--- src/rtl/modn_tick_gen.sv ---
// Programmable modulo-N counter with wrap tick, one-shot/continuous and up/down modes,
// plus a saturating count of ticks since the last start. Common timebase for downstream logic.
module modn_tick_gen #(
    parameter int WIDTH        = 3,
    parameter int DEFAULT_TERM = (1 << WIDTH) - 1,
    parameter bit AUTO_START   = 1'b1,
    parameter int TC_W         = 8
) (
    input  logic             clk,
    input  logic             reset,
    input  logic             en,
    input  logic             start,
    input  logic             stop,
    input  logic             oneshot,
    input  logic             dir,
    input  logic [WIDTH-1:0] term,
    output logic [WIDTH-1:0] count,
    output logic             tick,
    output logic             busy,
    output logic [TC_W-1:0]  tick_cnt
);

    typedef enum logic {IDLE = 1'b0, RUN = 1'b1} state_t;

    state_t           state_q,   state_d;
    logic [WIDTH-1:0] count_q,   count_d;
    logic             tick_q,    tick_d;
    logic [TC_W-1:0]  tc_q,      tc_d;
    logic [WIDTH-1:0] term_q,    term_d;
    logic             dir_q,     dir_d;
    logic             oneshot_q, oneshot_d;
    logic             at_term;

    function automatic logic [TC_W-1:0] sat_inc(input logic [TC_W-1:0] v);
        return (&v) ? v : v + TC_W'(1);
    endfunction

    // Terminal depends on the direction latched for the current period.
    assign at_term = dir_q ? (count_q == '0) : (count_q == term_q);

    always_comb begin
        state_d   = state_q;
        count_d   = count_q;
        tick_d    = 1'b0;
        tc_d      = tc_q;
        term_d    = term_q;
        dir_d     = dir_q;
        oneshot_d = oneshot_q;
        if (stop) begin
            state_d = IDLE;
            count_d = '0;
        end else if (start) begin
            term_d    = term;
            dir_d     = dir;
            oneshot_d = oneshot;
            count_d   = dir ? term : '0;
            tc_d      = '0;
            state_d   = RUN;
        end else if (state_q == RUN && en) begin
            if (at_term) begin
                tick_d  = 1'b1;
                tc_d    = sat_inc(tc_q);
                term_d  = term;
                dir_d   = dir;
                count_d = dir ? term : '0;
                if (oneshot_q) begin
                    state_d = IDLE;
                    count_d = '0;
                end
            end else begin
                count_d = dir_q ? count_q - WIDTH'(1) : count_q + WIDTH'(1);
            end
        end
    end

    always_ff @(posedge clk or posedge reset) begin
        if (reset) begin
            state_q   <= AUTO_START ? RUN : IDLE;
            count_q   <= '0;
            tick_q    <= 1'b0;
            tc_q      <= '0;
            term_q    <= WIDTH'(DEFAULT_TERM);
            dir_q     <= 1'b0;
            oneshot_q <= 1'b0;
        end else begin
            state_q   <= state_d;
            count_q   <= count_d;
            tick_q    <= tick_d;
            tc_q      <= tc_d;
            term_q    <= term_d;
            dir_q     <= dir_d;
            oneshot_q <= oneshot_d;
        end
    end

    assign count    = count_q;
    assign tick     = tick_q;
    assign busy     = (state_q == RUN);
    assign tick_cnt = tc_q;

endmodule

--- config.mk ---
export PLATFORM = sky130hd
export DESIGN_NAME = modn_tick_gen
export DESIGN_NICKNAME = d
export VERILOG_FILES = /design/src/rtl/modn_tick_gen.sv
export SDC_FILE = /design/constraint.sdc
export NUM_CORES = 1
export LEC_CHECK = 0
export CAP_MARGIN = 10
export CORE_MARGIN = 3
export CORE_UTILIZATION = 50
export DETAILED_ROUTE_END_ITERATION = 10
export PLACE_DENSITY = 0.78
export SYNTH_ARGS = -nofsm -noshare
export SYNTH_HDL_FRONTEND = slang
export SYNTH_SLANG_ARGS = --single-unit
--- constraint.sdc ---
create_clock -name clk -period 6 [get_ports clk]
set_input_delay 1.8 -clock clk [delete_from_list [all_inputs] [get_ports clk]]
set_output_delay 1.8 -clock clk [all_outputs]
set_load 0.01 [all_outputs]
-- Word level (Yosys, flattened, before mapping)
Index checks and enable logic that the tools add are counted.
- $add $sub $neg: 3
- multipliers: 0
- divide/modulo/power cells: 0
- order comparisons: 0
- equality and inequality tests: 2
- shift-type cells: 0
- mux-type cells: 27
- bitwise gates (word level): 1
- reduce and logical (&&, ||, !) cells: 12
- operators with widths (kind ; count):
    $mux 8 ; 4
    $mux 3 ; 10
    $mux 1 ; 13
    $reduce_bool 3->1 ; 3
    $add 8x1->8 const B ; 1
    $reduce_and 8->1 ; 1
    $reduce_and 3->1 ; 2
    $reduce_and 4->1 ; 1
    $reduce_bool 2->1 ; 2
    $add 3x1->3 const B ; 1
    $eq 3x3->1 ; 1
    $logic_not 3->1 ; 1
    $sub 3x1->3 const B ; 1
    $ne 2x2->1 const B ; 1
    $reduce_and 2->1 ; 1
    $logic_and 1x1->1 ; 1
    $not 1->1 ; 1
- flip-flop bits (word level): 18
- latch bits: 0
- bits in writable memories: 0
- bits in read-only memories: 0
- output and inout bits: 13
- logic and storage cells: 52
- memories: 0

-- Logic depth before layout (Yosys ltp)
- word-level depth: 6
- mapped depth: 7
- depth with buffers taken out: 6

-- Worst setup path before layout
OpenSTA, ideal clock, no wires.
- path kind: input to register
- start point: in stop
- end point: reg tc_q[2], in the netlist tick_cnt[2]
- library setup time: 104 ps
- arrival: 2884 ps
- data required time: 5896 ps
- setup slack: 3012 ps
- stages on the path: 5
- buffers on the path: 2
- cells stage by stage: clkbuf_1 -> or2_1 -> clkbuf_1 -> or4_1 -> o311ai_1
- cells in the longest elaborated chain, start to end: 2
- ends and longest elaborated chain (what ; RTL line ; RTL):
    start: declaration ; 13 ; input logic stop,
    $not 1->1 (no source line) ; -- ;
    $reduce_and 4->1 (no source line) ; -- ;
    end signal: assignment ; 89 ; tc_q <= tc_d;
    end: declaration ; 28 ; logic [TC_W-1:0] tc_q, tc_d;
No other way between the ends.
A chain may end at the register's enable or synchronous reset.

-- Worst setup path in the final report
- start point: in stop
- end point: reg count_q[0], in the netlist count[0]
- cells in the longest elaborated chain, start to end: 1
- elaborated cells on any way between the ends: 2
- ends and longest elaborated chain (what ; RTL line ; RTL):
    $reduce_bool 3->1 (no source line) / $mux 3 (equally long branches) ; -- ;
    end signal: assignment ; 87 ; count_q <= count_d;
    end: declaration ; 26 ; logic [WIDTH-1:0] count_q, count_d;
Parallel ways exist; a longest one is shown, timed or not.

==> metrics.txt <==
CP Class=in -> reg; Final Max Slew Viols=0; via count=967; clock root cell=clkbuf_4; FFs w/ async S/R, synth=1.00; clk_lat worst skew=0.30 ns; Final #Nets=149; Required @ worst endpoint=6.19 ns; Tightest Hold Check Type=reg -> reg; count of cell types in the netlist=44; post-route cell area=0.00138 mm²; Post-synth EDFFs=0; Slew @ Worst Pin=0.674 ns; Max Clk Rate=0.292 GHz; Max-Slew Margin vs Limit=0.550; RSZ-0062 raised after global routing=false; Global Route Usage Sum=0.200; diode count=0; Post-CTS Setup Inserts=0; DR iter-0 viols=31; Final Total Pwr=0.000330 W; CTS H-tree lvls=1; CTS tree=built; fin crit share=0.570; largest net degree at the start of global routing=19; hold_buf cts=0; synthesized flop and latch total=18; die footprint=0.00283 mm²; Starting Density=0.545; HPWL after DPL=1.79 mm; Area Growth Syn to Fin=24.0%; height of the die=53.2 µm; crit path time final=3.42 ns; Mean Syn Cell Area=9.77 µm²; Top FF cell, synth=dfrtp_1; Core Area=0.00204 mm²; Fin. Hold Viols=0; vias in the first global route=905; # resized after CTS=0; max cap viols=0; Startpoint Class=primary input; maximum VDD drop=0.168 mV; post-synth top area cell=dfrtp_1; Worst-path clk slew=0.11 ns; Max clock buf depth=2; CP arrival=3.61 ns; Crit Path Max Fanout=17; DRC Markers=0; clock skew=0.00883 ns; Gate Count Post-Synth=114; I/O Pins=23; Final Setup Violations=0; Buffers on Ports=22; filler cell count=183; Core Rows=16; Post-Route WL=2.41 mm; Area after DPL=0.00135 mm²; status=finished clean; cell area power density=239 mW/mm²; syn nets=126; initial antenna violation count=0; Sink Count=18; Synth area leaders=dfrtp_1 31%, dfstp_2 9.4%, nand2_1 5.1%; setup TNS=0 ns; chip width=53.2 µm; DR pass1 iterations=4; share of cells above drive strength 1=0.118; grt ovf=0; Syn. warnings=0; Static Leakage=0.537 nW; CP endpoint kind=flip-flop; cell area after synthesis=0.00111 mm²; DRT antenna net count=0; drt wl/cell=14.8 µm; vias per cell=5.93; first-pass GRT wire length=4.08 mm; Placer Congestion=0.828; CTS Buf Count=3; sequential fraction of the synthesis area=0.409; share of the synthesized area in the top cell type=0.315
## final timing paths
kind	from	endpoint	slack (ns)	cells past startpoint
worst max-delay path	stop	count[0]	2.58	5
worst min-delay path	tick_cnt[4]	tick_cnt[4]	0.60	2
worst max register to register	count[1]	tick_cnt[2]	3.67	5
worst min register to register	tick_cnt[4]	tick_cnt[4]	0.60	2
max in group asynchronous	reset	count[1]	3.68	2
min in group asynchronous	reset	tick_cnt[0]	1.89	2
## cells in the mapped netlist, types with 2 or more instances
| master | count |
|---|---|
| nor2_1 | 7 |
| o311ai_1 | 3 |
| nor3_1 | 4 |
| nand3_1 | 7 |
| inv_1 | 4 |
| nor2b_1 | 2 |
| dfstp_2 | 4 |
| xor2_1 | 3 |
| a21oi_1 | 4 |
| a31oi_1 | 3 |
| o211ai_1 | 2 |
| or3_1 | 2 |
| dfrtp_1 | 14 |
| or4_1 | 2 |
| xnor2_1 | 2 |
| mux2_1 | 4 |
| clkbuf_1 | 3 |
| nand4_1 | 2 |
| mux2i_1 | 2 |
| nand2_1 | 15 |
| and2_1 | 2 |
## cell families after synthesis
family | after synthesis | synth area share
xor+xnor | 5 | 0.0393
mux | 6 | 0.0584
compound gates | 22 | 0.166
flops | 18 | 0.409
buf+inv | 9 | 0.0371
simple gates | 52 | 0.261
fa+ha+maj | 2 | 0.0292
## layer usage
| layer | vias to the layer above | routed length (µm) | track usage |
|---|---|---|---|
| li1 | 468 | - | - |
| met4 | 0 | 10 | 0.0851 |
| met3 | 2 | 116 | 0.0254 |
| met1 | 467 | 1160 | 0.268 |
| met5 | - | 0 | 0 |
| met2 | 30 | 1120 | 0.322 |
## layout by cell type (no fill, tap or decap), drive strengths merged, types with 2 or more instances in the layout
master,instances
nor2,7
dfstp,4
o311ai,3
inv,5
a31oi,3
clkdlybuf4s50,22
mux2i,2
or3,2
nand3,8
xnor2,2
and2,2
mux2,4
nand2,15
o211ai,2
xor2,3
clkbuf,4
dfrtp,14
nand4,3
or4,2
nor2b,2
or2,2
o41ai,2
a21oi,5
nor3,4
## power breakdown
| part | total (W) | switching [W] | internal [W] |
|---|---|---|---|
| Sequential | 0.000158 | 0.0000198 | 0.000138 |
| Combinational | 0.0000965 | 0.0000468 | 0.0000497 |
| Clock | 0.0000757 | 0.0000387 | 0.0000370 |
## cell type report
class	instances	area, µm²	share of cell area
multi-input combinational	87	617	0.447
sequential	18	455	0.330
timing repair buffer	22	220	0.159
clock buffer	4	36.3	0.0263
tap	27	33.8	0.0245
inverter	5	18.8	0.0136
## state kept, by name, summed over array words and instances, names as in the netlist
register	flops
busy	1
oneshot_q	1
dir_q	1
tick_cnt	8
tick	1
term_q	3
count	3
## critical path, stage by stage
cell and delay (ns):
clkdlybuf4s50_1 0.70, or2_1 0.48, a21oi_1 0.33, a211oi_1 0.10, a22o_1 0.21
## metrics by stage
stage / utilization / setup slack, ns / std cells / hold slack [ns]
final: 0.676 / 2.58 / 163 / 0.597
after global routing: 0.676 / 2.43 / 163 / 0.627
after CTS: 0.676 / 2.61 / 163 / 0.593
after detailed placement: 0.659 / 2.29 / 159 / 0.566
after global placement: 0.659 / 2.37 / 159 / 0.558
after floorplan: - / 3.01 / 114 / 0.502
Power figures use the tool's default switching activity.
